[src/rtl/timer_field_counter_if.sv]
// Control/status bundle for one timer field: stimulus side is master, counter is slave.
interface timer_field_counter_if #(parameter int WIDTH = 6);
  logic             load;
  logic [WIDTH-1:0] load_val;
  logic             start;
  logic             pause;
  logic             dir;
  logic             tick_in;
  logic             upper_zero;
  logic [WIDTH-1:0] value;
  logic             tick_out;
  logic             at_zero;
  logic             done;
  logic [1:0]       state;

  modport master (
    output load, load_val, start, pause, dir, tick_in, upper_zero,
    input  value, tick_out, at_zero, done, state
  );

  modport slave (
    input  load, load_val, start, pause, dir, tick_in, upper_zero,
    output value, tick_out, at_zero, done, state
  );
endinterface

[src/rtl/timer_field_counter.sv]
// Modulo-(MAX+1) up/down field counter with run/pause/done sequencing; value updates one edge after tick_in, tick_out is same-cycle.
// Build option TIMER_FIELD_AUTORELOAD_EN: countdown expiry reloads the last loaded value and keeps running.
module timer_field_counter #(
  parameter int WIDTH = 6,
  parameter int MAX   = 59
) (
  input  logic                  clk,
  input  logic                  rst_n,
  timer_field_counter_if.slave  bus
);

  typedef enum logic [1:0] {
    IDLE  = 2'b00,
    RUN   = 2'b01,
    PAUSE = 2'b10,
    DONE  = 2'b11
  } state_e;

  localparam logic [WIDTH-1:0] MAX_V = WIDTH'(MAX);

  state_e           state_q;
  logic [WIDTH-1:0] value_q;
  logic             done_q;
  logic [WIDTH-1:0] load_clamped;
  logic             at_zero;
  logic             wrap_up;
  logic             wrap_dn;

  assign load_clamped = (bus.load_val > MAX_V) ? MAX_V : bus.load_val;
  assign at_zero      = (value_q == '0);
  assign wrap_up      = (value_q == MAX_V);
  assign wrap_dn      = at_zero & ~bus.upper_zero;

  // Combinational so a whole chain of fields advances on the same edge.
  assign bus.tick_out = (state_q == RUN) & bus.tick_in & ~bus.pause &
                        (bus.dir ? wrap_up : wrap_dn);
  assign bus.at_zero  = at_zero;
  assign bus.value    = value_q;
  assign bus.done     = done_q;
  assign bus.state    = state_q;

`ifdef TIMER_FIELD_AUTORELOAD_EN
  logic [WIDTH-1:0] reload_q;
`endif

  always_ff @(posedge clk or negedge rst_n) begin
    if (!rst_n) begin
      value_q  <= '0;
      state_q  <= IDLE;
      done_q   <= 1'b0;
`ifdef TIMER_FIELD_AUTORELOAD_EN
      reload_q <= '0;
`endif
    end else begin
      done_q <= 1'b0;
      case (state_q)
        RUN: begin
          if (bus.pause) begin
            state_q <= PAUSE;
          end else if (bus.tick_in) begin
            if (bus.dir) begin
              value_q <= wrap_up ? '0 : value_q + WIDTH'(1);
            end else if (!at_zero) begin
              value_q <= value_q - WIDTH'(1);
            end else if (!bus.upper_zero) begin
              value_q <= MAX_V;
            end else begin
              done_q <= 1'b1;
`ifdef TIMER_FIELD_AUTORELOAD_EN
              value_q <= reload_q;
              if (reload_q == '0) state_q <= DONE;
`else
              state_q <= DONE;
`endif
            end
          end
        end
        // IDLE, PAUSE, DONE: pause only matters while running; load beats start.
        default: begin
          if (bus.load) begin
            value_q <= load_clamped;
`ifdef TIMER_FIELD_AUTORELOAD_EN
            reload_q <= load_clamped;
`endif
            if (state_q == DONE) state_q <= IDLE;
          end else if (bus.start) begin
            state_q <= RUN;
          end
        end
      endcase
    end
  end

endmodule

[src/flat_wrapper.sv]
// flat-port wrapper written by rule: the top's interface ports become plain ports
module timer_field_counter_flat 
#(
  parameter int WIDTH = 6,
  parameter int MAX   = 59
)
  (clk, rst_n, bus_load, bus_load_val, bus_start, bus_pause, bus_dir, bus_tick_in, bus_upper_zero, bus_value, bus_tick_out, bus_at_zero, bus_done, bus_state);
  timer_field_counter_if #(.WIDTH(WIDTH)) bus_i ();
  input  logic clk;
  input  logic rst_n;
  input wire logic [$bits(bus_i.load)-1:0] bus_load;
  input wire logic [$bits(bus_i.load_val)-1:0] bus_load_val;
  input wire logic [$bits(bus_i.start)-1:0] bus_start;
  input wire logic [$bits(bus_i.pause)-1:0] bus_pause;
  input wire logic [$bits(bus_i.dir)-1:0] bus_dir;
  input wire logic [$bits(bus_i.tick_in)-1:0] bus_tick_in;
  input wire logic [$bits(bus_i.upper_zero)-1:0] bus_upper_zero;
  output wire logic [$bits(bus_i.value)-1:0] bus_value;
  output wire logic [$bits(bus_i.tick_out)-1:0] bus_tick_out;
  output wire logic [$bits(bus_i.at_zero)-1:0] bus_at_zero;
  output wire logic [$bits(bus_i.done)-1:0] bus_done;
  output wire logic [$bits(bus_i.state)-1:0] bus_state;
  assign bus_i.load = bus_load;
  assign bus_i.load_val = bus_load_val;
  assign bus_i.start = bus_start;
  assign bus_i.pause = bus_pause;
  assign bus_i.dir = bus_dir;
  assign bus_i.tick_in = bus_tick_in;
  assign bus_i.upper_zero = bus_upper_zero;
  assign bus_value = bus_i.value;
  assign bus_tick_out = bus_i.tick_out;
  assign bus_at_zero = bus_i.at_zero;
  assign bus_done = bus_i.done;
  assign bus_state = bus_i.state;
  timer_field_counter #(.WIDTH(WIDTH), .MAX(MAX)) u_core (.clk(clk), .rst_n(rst_n), .bus(bus_i));
endmodule
[config.mk]
export PLATFORM = sky130hd
export DESIGN_NAME = timer_field_counter_flat
export DESIGN_NICKNAME = d
export VERILOG_FILES = /design/src/rtl/timer_field_counter_if.sv /design/src/rtl/timer_field_counter.sv /design/src/flat_wrapper.sv
export SDC_FILE = /design/constraint.sdc
export NUM_CORES = 1
export LEC_CHECK = 0
export CORE_ASPECT_RATIO = 0.8
export CORE_UTILIZATION = 43
export CTS_CLUSTER_DIAMETER = 80
export DETAILED_ROUTE_END_ITERATION = 6
export GPL_ROUTABILITY_DRIVEN = 0
export HOLD_SLACK_MARGIN = 0.15
export PLACE_DENSITY_LB_ADDON = 0.12
export SLEW_MARGIN = 20
export SYNTH_ARGS = -nofsm -noshare
export SYNTH_HDL_FRONTEND = slang
export SYNTH_SLANG_ARGS = --single-unit
[constraint.sdc]
create_clock -name clk -period 4.3 [get_ports clk]
set_input_delay 0.86 -clock clk [delete_from_list [all_inputs] [get_ports clk]]
set_output_delay 0.86 -clock clk [all_outputs]
set_load 0.02 [all_outputs]
### Word-level counts from Yosys, hierarchy flattened

Cells that the tools add are included.

| cells by class | value |
|---|---|
| add/sub/neg operators | 2 |
| magnitude comparators | 1 |
| equality and inequality tests | 11 |
| multiplexer cells | 25 |
| bitwise logic cells | 6 |
| reductions and logical operators | 5 |

Operators by type and width:

| operator | number |
|---|---|
| $mux W6 | 9 |
| $mux W2 | 9 |
| $ne A3 B3 Y1 const B | 3 |
| $mux W1 | 7 |
| $add A6 B1 Y6 const B | 1 |
| $eq A6 B6 Y1 const B | 1 |
| $gt A6 B6 Y1 const B | 1 |
| $logic_not A6 Y1 | 1 |
| $reduce_and A6 Y1 | 1 |
| $sub A6 B1 Y6 const B | 1 |
| $and A1 B1 Y1 | 4 |
| $ne A2 B2 Y1 const B | 2 |
| $ne A4 B4 Y1 const B | 1 |
| $reduce_and A4 Y1 | 1 |
| $ne A3 B1 Y1 const B | 1 |
| $ne A3 B2 Y1 const B | 1 |
| $reduce_bool A3 Y1 | 1 |
| $eq A2 B1 Y1 const B | 1 |
| $eq A2 B2 Y1 const B | 1 |
| $not A1 Y1 | 2 |
| $reduce_bool A2 Y1 | 1 |

| word-level totals | value |
|---|---|
| bits in registers | 9 |
| output and inout bits | 11 |
| logic and storage cells | 53 |

### Longest topological paths before layout

| depth | value |
|---|---|
| depth in word-level cells | 6 |
| gate-level depth with buffers | 8 |
| gate-level depth less buffers | 7 |

### Worst setup path before layout

No wires, ideal clock.

| timing path | value |
|---|---|
| path type | register -> output |
| start | reg u_core.value_q[4] (netlist: u_core.bus.value[4]) |
| end | out bus_tick_out |
| arrival | 1.659 ns |
| setup slack | 1.781 ns |
| cell stages (with the launch flop) | 6 |
| path buffers | 1 |
| cell sequence | dfrtp_1 > buf_8 > nor3_2 > nor2b_1 > nor2b_1 > o211a_1 |

| between the ends | value |
|---|---|
| cells in the longest elaborated chain, start to end | 4 |

RTL lines:

| element | RTL line | RTL |
|---|---|---|
| start: declaration | timer_field_counter.sv:22 | `logic [WIDTH-1:0] value_q;` |
| start signal: assignment | timer_field_counter.sv:62 | `value_q <= wrap_up ? '0 : value_q + WIDTH'(1);` |
| start signal: assignment | timer_field_counter.sv:64 | `value_q <= value_q - WIDTH'(1);` |
| start signal: assignment | timer_field_counter.sv:81 | `value_q <= load_clamped;` |
| $logic_not A6 Y1 | timer_field_counter.sv:30 | `assign at_zero = (value_q == '0);` |
| net bus_at_zero | flat_wrapper.sv:20 | `output wire logic [$bits(bus_i.at_zero)-1:0] bus_at_zero;` |
| $and A1 B1 Y1 | timer_field_counter.sv:32 | `assign wrap_dn = at_zero & ~bus.upper_zero;` |
| $mux W1 | timer_field_counter.sv:36 | `(bus.dir ? wrap_up : wrap_dn);` |
| $and A1 B1 Y1 | timer_field_counter.sv:35 | `assign bus.tick_out = (state_q == RUN) & bus.tick_in & ~bus.pause &` |
| end: declaration | flat_wrapper.sv:19 | `output wire logic [$bits(bus_i.tick_out)-1:0] bus_tick_out;` |

The timed path passes the listed nets, and every way through them passes these cells.

### Worst setup path in the final report

| timing path | value |
|---|---|
| start | in bus_dir |
| end | out bus_tick_out |

| between the ends | value |
|---|---|
| cells in the longest elaborated chain, start to end | 2 |

RTL lines:

| element | RTL line | RTL |
|---|---|---|
| start: declaration | flat_wrapper.sv:15 | `input wire logic [$bits(bus_i.dir)-1:0] bus_dir;` |
| $mux W1 | timer_field_counter.sv:36 |  |
| $and A1 B1 Y1 | timer_field_counter.sv:35 |  |

No other way between the ends.

==> flow_metrics.tcl <==
set metrics [dict create \
    power.leakage_nw 0.4290 \
    slew_viol_final 0 \
    end_kind "primary output" \
    multi_input_area_um2 551.8 \
    synthTopCellsByArea "dfrtp_1 (26%), o21ai_0 (5.2%), buf_6 (5.2%), ha_1 (4.4%), nand3_1 (4.1%)" \
    worstMarginPinSlew_ns 0.5429 \
    synthesis.area_um2 860.8 \
    grt_pass1_vias 777 \
    fp.dieH_um 42.02 \
    layout-drive-gt1-share 0.08197 \
    p_total_mw 0.6254 \
    hp-class "flop to flop" \
    dp_cells 142 \
    finalCritPeriodShare 0.8054 \
    totalWireLength_um 2191 \
    rsz0062_at_grt "false" \
    die_area_um2 2186 \
    cts_made_buffers 3 \
    reg2regPathDepth 7 \
    antenna_left 0 \
    cts_post_setup_buffers_inserted 0 \
    dp_hpwl_um 1676 \
    syn_inst 101 \
    fmax_ghz 0.2888 \
    cp-start-kind "input pin" \
    whs_ns 0.6366 \
    grt_pass1_wl_um 3663 \
    drc_errors 0 \
    min_path_cells 2 \
    setup_viol 0 \
    clk_path_buf_depth 2 \
    crit_top_cell "clkdlybuf4s50_1" \
    sw_frac_of_total 0.4887 \
    power_density_nw_per_um2 574.6 \
    num_io_pins 25 \
    cts_sinks 9 \
    cp_max_fo 14 \
    fin_setup_tns_ns 0 \
    ctsResizeCount 0 \
    yosysWarnings 0 \
    portBuffers 24 \
    max_cap_violations 0 \
    areaGrowthSynthToFinish_pct 26.45 \
    ys_seq_area_frac 0.2616 \
    peakVddDrop_uv 378.9 \
    path_buf_inv 2 \
    path_delay_family "buffers and inverters" \
    num-nets-final 140 \
    crit_type "input pin to primary output" \
    clk_pin_slew_ns 0.06 \
    p_seq_frac 0.321 \
    n_fill_cell 180 \
    initial_core_util 0.4593 \
    ys_seq_elements 9 \
    grt_max_degree 15 \
    cts_tree "yes" \
    fin_crit_ns 3.463 \
    synth_top_area_share 0.2616 \
    synth_cell_types 41 \
    insertion_delay_ns 0.27 \
    cts_root_buf "clkbuf_4" \
    finalNonFillerCells 146 \
    core_um2 1874 \
    hold_viol_final 0 \
    antenna_found_initial 0 \
    slew_headroom 0.6370 \
    std_cell_rows 14 \
    critPathRequiredTime_ns 3.44 \
    crit_slowest_cell "clkdlybuf4s50_1" \
    intPower_mw 0.3198 \
    drt_iter0_drc 39 \
    fin_skew_ns 0.003042 \
    htree_levels 1 \
    grt_usage 0.2363 \
    switchingPower_mw 0.3056 \
    synth_area_per_cell_um2 8.523 \
    vias 838 \
    critPathMaxStageDelay_ns 0.69 \
    p_comb_frac 0.571 \
    dr.pass1.iters 4 \
    hold_buffers 0 \
    cp.arrival_ns 2.60 \
    clockPowerShare 0.108 \
    crit_chain "clkdlybuf4s50_1 > o31ai_1 > o211a_1 > clkdlybuf4s50_1" \
    antenna_cells 0 \
    die_width_um 52.03 \
    status "completed" \
    gr-total-overflow 0 \
    regArea_um2 225.2 \
    wl_per_cell_um 15.01 \
    vias_per_cell 5.740 \
    crit_cells 4 \
    syn-num-nets 118 \
    yosysTopAreaCell "dfrtp_1" \
]
-- synthesized netlist by cell type (all sizes together) --
cell type	instances
and2b	1
nor2	8
o21a	1
dfrtp	9
nor4b	1
mux2i	1
a21oi	3
o211ai	2
nand3b	1
o21bai	1
buf	6
nor2b	2
o21ai	10
o311ai	2
o221ai	1
and2	1
a221o	1
nand4	1
nand2b	5
inv	4
o31ai	1
ha	3
a31oi	4
clkbuf	1
nand3	7
and3	2
o211a	1
o32ai	1
xnor2	2
o221a	1
nor3b	3
a41oi	1
nand2	9
a22o	1
nor3	2
o22ai	1
-- logic make-up (layout without fill, tap and decap cells) --
logic type,Yosys count,after routing,share of synthesized area
muxes,1,1,0.01163
DFF,9,9,0.2616
buffers and inverters,11,32,0.09736
AOI/OAI and AO/OA,32,32,0.2689
xor gates and xnor gates,2,2,0.02035
adders and majority gates,3,3,0.04361
and+or+nand+nor,43,43,0.2965
-- cells in the final DEF, fill, tap and decap left out, types with 2 or more instances in the layout --
cell type	synthesis	final
a31oi_1	4	4
and3_1	2	2
xnor2_1	2	2
o21ai_0	9	9
nand3_1	7	7
inv_1	4	4
nor2b_1	2	2
nand2_1	9	9
dfrtp_1	9	9
ha_1	3	3
nand2b_1	5	5
a21oi_1	3	3
nor2_1	8	8
clkbuf_4	0	3
o311ai_0	2	2
clkdlybuf4s50_1	0	24
o211ai_1	2	2
nor3b_1	2	2
-- state kept, by name (all words and copies together) (netlist names) --
register,count
u_core.bus.value,6
u_core.bus.done,1
u_core.bus.state,2
-- stage by stage --
step / instance area [µm²] / utilization / setup WS, ns
floorplan: 860.8 / - / 1.781
global placement: 1062 / 0.5668 / 0.9213
detailed placement: 1062 / 0.5668 / 0.8656
CTS: 1089 / 0.5808 / 0.8681
global route: 1089 / 0.5808 / 0.7688
finish: 1089 / 0.5808 / 0.8369
-- power by group through the flow --
stage | clock network, mW | logic (mW) | registers [mW]
floorplan | 0 | 0.272 | 0.191
detailed placement | 0 | 0.355 | 0.200
CTS | 0.0715 | 0.357 | 0.200
global placement | 0 | 0.353 | 0.199
global route | 0.0755 | 0.396 | 0.214
finish | 0.0678 | 0.357 | 0.201
-- worst paths after layout --
| path | startpoint | end | slack [ns] |
|---|---|---|---|
| worst max-delay path | bus_dir | bus_tick_out | 0.84 |
| worst min-delay path | u_core.bus.state[0] | u_core.bus.state[0] | 0.64 |
| worst min register to register | u_core.bus.state[0] | u_core.bus.state[0] | 0.64 |
| max in group asynchronous | rst_n | u_core.bus.done | 3.08 |
| min in group asynchronous | rst_n | u_core.bus.value[1] | 0.91 |
| worst max register to register | u_core.bus.value[0] | u_core.bus.value[3] | 2.47 |
-- worst register-to-register path: cells and delay by family (launching register included) --
family | cells | cell delay (ns)
simple gates | 2 | 0.33
flops | 1 | 0.46
buf+inv | 1 | 0.11
fa+ha+maj | 1 | 0.22
compound gates | 3 | 0.57
-- per-layer routing --
metal,GRT usage,vias up,share of wire
met4,0.08108,0,0.015
met3,0.06522,5,0.074
met5,0,-,0
li1,-,415,-
met1,0.3303,388,0.47
met2,0.3462,30,0.44
-- area by class of cell --
type / instances / area share
Multi-Input combinational cell: 81 / 0.5069
Clock buffer: 4 / 0.02414
Sequential cell: 9 / 0.2069
Timing Repair Buffer: 24 / 0.2207
Tap cell: 24 / 0.02759
Inverter: 4 / 0.01379
(Power assumes the default switching activity.)
==> edit 1: new RTL, same settings <==
Add a define of `TIMER_FIELD_AUTORELOAD_EN`.
--- a/src/rtl/timer_field_counter.sv
+++ b/src/rtl/timer_field_counter.sv
@@ -1,5 +1,7 @@
 // Modulo-(MAX+1) up/down field counter with run/pause/done sequencing; value updates one edge after tick_in, tick_out is same-cycle.
 // Build option TIMER_FIELD_AUTORELOAD_EN: countdown expiry reloads the last loaded value and keeps running.
+`define TIMER_FIELD_AUTORELOAD_EN
+
 module timer_field_counter #(
   parameter int WIDTH = 6,
   parameter int MAX   = 59
Function: changed (Yosys sat finds a counterexample within 10 cycles, from zero or initial values and one cycle with rst_n low).
==> edit 1 against the unedited design <==
- total power increased by 3.8%
- wire length up 29%
- worst setup slack got worse by 0.043 ns
- sequential power increased by 30%
- non-clock buffer count rose by 1
- sequential cell count is 6 higher
- synthesized area increased by 30%
- count of clock-buffer cells in the layout down 1
- cell area is 28% higher
- sequential share of layout area up 6.3 points
- critical path depth unchanged
- critical endpoint unchanged
- fmax down 1.2%
- clock power increased by 30%
==> edit 1: results (changes against the unedited design) <==
* Arr. time, crit path at 2.65 ns (was 2.60 ns)
* Worst hold path type: flip-flop to flip-flop (unchanged)
* Max FO, Critical Path at 16 (was 14)
* Layout Nets at 171 (was 140)
* Max rail drop VDD at 0.000191 V (was 0.000379 V)
* Reg2reg start: u_core.bus.value[0] (unchanged)
* Top cells by area, synth: dfrtp_1 (34%), o21ai_0 (4.5%), nand2_1 (3.7%) (was dfrtp_1 (26%), o21ai_0 (5.2%), buf_6 (5.2%))
* Drt wl/cell at 15.0 microns (about the same)
* DR iter-0 viols at 54 (was 39)
* Share of cells above drive strength 1 at 8.50% (was 8.20%)
* Ys async rst share at 100% (unchanged)
* Syn Nets at 150 (was 118)
* Antenna violations before repair at 0 (unchanged)
* Post-synthesis sequential area ratio at 33.6% (was 26.2%)
* Post-synthesis cell type count at 48 (was 41)
* CP max stage delay at 0.77 ns (was 0.69 ns)
* TritonRoute pass-1 iters at 5 (was 4)
* Top post-synthesis cells by count: dfrtp_1 (15), nand2_1 (11), o21ai_0 (10) (was dfrtp_1 (9), nand2_1 (9), o21ai_0 (9))
* Min-Delay Startpoint: u_core.reload_q[5] (was u_core.bus.state[0])
* GRT Total Usage at 21.2% (was 23.6%)
* Clock Latency Late Sink at 0.30 ns (was 0.27 ns)
* Critical Path Start: bus_dir (unchanged)
* Slew at the pin closest to its max-slew limit at 0.721 ns (was 0.543 ns)
* Pre-CTS setup slack at 0.820 ns (was 0.866 ns)
* Placed Area at 1360 sq um (was 1060 sq um)
* Yosys Warn Count at 0 (unchanged)
* CTS resizes at 0 (unchanged)
* Clock slew at reported path FFs at 0.10 ns (was 0.06 ns)
* Vias in the first global route at 910 (was 777)
* Largest net degree at the start of global routing at 19 (was 15)
* Static Leak at 0.551 nW (was 0.429 nW)
* DP Wirelength at 2.08 mm (was 1.68 mm)
* First-pass GRT wire length at 4.29 mm (was 3.66 mm)
* DR vias/cell at 5.94 (was 5.74)
* Status: complete, no violations (unchanged)
* Clk_skew at 0.00443 ns (was 0.00304 ns)
==> edit 1: cell types whose count changed in the layout (fill, tap and decap cells not counted), sizes merged, moves of 2 or more <==
| cell | delta |
|---|---|
| a21oi | +3 |
| a311oi | +3 |
| nand2 | +2 |
| mux2 | +2 |
| o22ai | +2 |
| xnor2 | -2 |
| dfrtp | +6 |
| or2 | +3 |
| o311ai | -2 |
| nand4 | +2 |
| inv | +2 |
==> edit 1: cell type report <==
| cell class | count | area (sq um) |
|---|---|---|
| Clock buffer | 3 | 22.5 |
| Clock inverter | 1 | 5.00 |
| Fill cell | 231 | 1070 |
| Inverter | 6 | 22.5 |
| Multi-Input combinational cell | 103 | 673 |
| Sequential cell | 15 | 375 |
| Tap cell | 36 | 45.0 |
| Timing Repair Buffer | 25 | 248 |
==> edit 1: per-layer routing <==
metal	global-route usage [%]	part of all wire, %
met1	29.2	43
met2	33.4	46
met3	5.41	9.9
met4	6.19	1.2
met5	0	0
==> edit 1: cell families (layout without fill, tap and decap cells) <==
logic type               Yosys count  count (layout)  share of synthesized area (%)
AND/OR/NAND/NOR                   53              53                           26.4
AO/OA/AOI/OAI                     42              42                           25.9
flip-flops                        15              15                           33.6
buffers and inverters             15              35                           6.16
multiplexers                       4               4                           3.81
adder cells (fa/ha/maj)            3               3                           3.36
XOR/XNOR                           1               1                          0.784
==> edit 1: worst paths after layout <==
check | endpoint | cells past startpoint | slack, ns
max | bus_tick_out | 4 | 0.79
min | u_core.reload_q[5] | 1 | 0.53
max reg2reg | u_core.bus.value[1] | 6 | 2.17
min reg2reg | u_core.reload_q[5] | 1 | 0.53
max in group asynchronous | u_core.reload_q[0] | 1 | 2.87
min in group asynchronous | u_core.bus.value[4] | 1 | 0.98
==> edit 1: through the flow <==
stage	cells	utilization, %	hold WS, ns
after global placement	185	55.4	0.481
final	189	56.5	0.526
after global routing	189	56.5	0.550
after detailed placement	185	55.4	0.508
after floorplan	133	-	0.457
after CTS	189	56.5	0.532
==> edit 1: power by group <==
part           leakage, nW  internal (mW)  total, mW  switching (mW)
combinational        0.355          0.150      0.299           0.149
clock               0.0177         0.0347     0.0880          0.0533
sequential           0.178          0.178      0.262          0.0844
==> edit 2: new RTL, config.mk and constraints unchanged <==
Without the edit above. Reset style: synchronous (`rst_n`), changed in one clocked block.
--- a/src/rtl/timer_field_counter.sv
+++ b/src/rtl/timer_field_counter.sv
@@ -43,7 +43,7 @@
   logic [WIDTH-1:0] reload_q;
 `endif
 
-  always_ff @(posedge clk or negedge rst_n) begin
+  always_ff @(posedge clk) begin
     if (!rst_n) begin
       value_q  <= '0;
       state_q  <= IDLE;
Function: differs if rst_n is asserted again (counterexample within 4 cycles, from zero or initial values and one cycle with rst_n low); with rst_n held inactive, the same outputs for 10 cycles.
==> edit 2 against the unedited design <==
- highest routed layer unchanged
- synthesized area shrank 5.7%
- non-clock buffer count increased by 1
- final cell count up 2.7%
- largest cell class unchanged
- global-route usage is 0.26 points lower
- sequential cell count unchanged
- fmax shrank 6.0%
- cell area decreased by 1.8%
- wire length is the same
- worst setup slack got worse by 0.22 ns
Power is not compared: it rests on default switching activity, and its combinational part moved more than twofold at a synthesized area within 25%.
==> edit 2: results (changes against the unedited design) <==
* H-tree depth at 1 (unchanged)
* Top post-synthesis cells by count: nand2_1 (14), dfxtp_1 (9), a21oi_1 (6), nand3_1 (6), nor2_1 (6) (was dfrtp_1 (9), nand2_1 (9), o21ai_0 (9))
* Post-synthesis cell type count at 44 (was 41)
* Post-synthesis sequential area ratio at 22.2% (was 26.2%)
* Buffers added on ports at 24 (unchanged)
* CTS resizes at 0 (unchanged)
* Static Leak at 0.381 nW
* Max FO, Critical Path at 9 (was 14)
* Num CTS Buffers at 3 (unchanged)
* Ys async rst share at 0% (was 100%)
* Final wirelength at 2.19 mm (unchanged)
* DR iter-0 viols at 31 (was 39)
* Vias in the first global route at 712 (was 777)
* Residual DRC count at 0 (unchanged)
* Initial Utilization at 48.0% (was 45.9%)
* Arr. time, crit path at 2.82 ns (was 2.60 ns)
* Worst hold path type: flip-flop to flip-flop (unchanged)
* Status: complete, no violations (unchanged)
* Share of cells above drive strength 1 at 10.2% (was 8.20%)
* TritonRoute pass-1 iters at 4 (unchanged)
* Slew at the pin closest to its max-slew limit at 0.557 ns (was 0.543 ns)
* Clock Latency Late Sink at 0.26 ns
* Largest net degree at the start of global routing at 18 (was 15)
* DP Wirelength at 1.65 mm (was 1.68 mm)
* Number of diodes at 0 (unchanged)
* Root Buffer: clkbuf_4 (unchanged)
* Count leader, synth: nand2_1
* Postcts setup bufs at 0 (unchanged)
* First-pass GRT wire length at 3.37 mm (was 3.66 mm)
* Largest register FFs at 6 (unchanged)
* Max rail drop VDD at 0.000271 V
* Layout Nets at 146 (was 140)
* Via count at 872 (was 838)
* Top cells by area, synth: dfxtp_1 (22%), nand2_1 (6.5%), ha_1 (4.6%) (was dfrtp_1 (26%), o21ai_0 (5.2%), buf_6 (5.2%))
* GRT Total Usage at 23.4% (was 23.6%)
* Antenna violations before repair at 0 (unchanged)
* Fillers at 167 (was 180)
* Max-cap viol count at 0 (unchanged)
* Syn Nets at 123 (was 118)
* Clk_skew at 0.00300 ns (was 0.00304 ns)
* Clock slew at reported path FFs at 0.06 ns (about the same)
* Hold Buf Count CTS at 0 (unchanged)
* Congestion Overflow GR at 0 (unchanged)
* Clock buffer depth at 2 (unchanged)
* Yosys Warn Count at 0 (unchanged)
==> edit 2: stage by stage <==
| step | area (sq um) | util, % | hold slack [ns] | std cells | setup WS [ns] |
|---|---|---|---|---|---|
| final | 1070 | 63.2 | 0.614 | 150 | 0.616 |
| after CTS | 1070 | 63.2 | 0.610 | 150 | 0.618 |
| after global routing | 1070 | 63.2 | 0.666 | 150 | 0.505 |
| after floorplan | 812 | - | 0.677 | 106 | 1.33 |
| after detailed placement | 1040 | 61.6 | 0.599 | 146 | 0.712 |
| after global placement | 1040 | 61.6 | 0.592 | 146 | 0.715 |
==> edit 2: critical path: stages, from the launching register on <==
cell and delay, ns:
dfxtp_1 0.39, inv_1 0.13, ha_1 0.19, or4b_4 0.51, or4_2 0.56, a21oi_1 0.16, clkdlybuf4s50_1 0.62
==> edit 2: worst paths after layout <==
check / start / endpoint / slack, ns / depth (start not counted)
min reg2reg: u_core.bus.value[4] / u_core.bus.value[4] / 0.61 / 2
min: u_core.bus.value[4] / u_core.bus.value[4] / 0.61 / 2
max: u_core.bus.value[0] / bus_tick_out / 0.62 / 6
max reg2reg: u_core.bus.value[0] / u_core.bus.value[0] / 2.07 / 7
==> edit 2: kinds of logic (layout without fill, tap and decap cells) <==
logic type | count (synthesis) | in the layout | synth area share (%)
AO/OA/AOI/OAI | 26 | 26 | 22.7
XOR/XNOR | 4 | 4 | 4.32
adder cells (fa/ha/maj) | 3 | 3 | 4.62
buffers and inverters | 11 | 33 | 7.40
flip-flops | 9 | 9 | 22.2
multiplexers | 1 | 1 | 1.23
AND/OR/NAND/NOR | 52 | 52 | 37.6
==> edit 2: area by class of cell <==
class	count	share of cell area (%)
well taps	22	2.58
repair buffers	25	23.2
clock buffers	4	2.46
flip-flops and latches	9	16.9
multi-input cells	86	53.5
inverters	4	1.41
==> edit 2: power by group <==
part	switching, mW	leakage [nW]	internal, mW
clock	0.0303	0.0150	0.0358
combinational	0.0502	0.292	0.0521
sequential	0.0161	0.0741	0.0894
total	0.0967	0.381	0.177
==> edit 2: routing by layer <==
layer	global-route usage, %	up-vias	part of all wire [%]
met5	0	-	0
met4	4.17	0	0.37
met3	7.04	2	8.9
met2	39.3	36	48
met1	30.4	397	43
li1	-	437	-
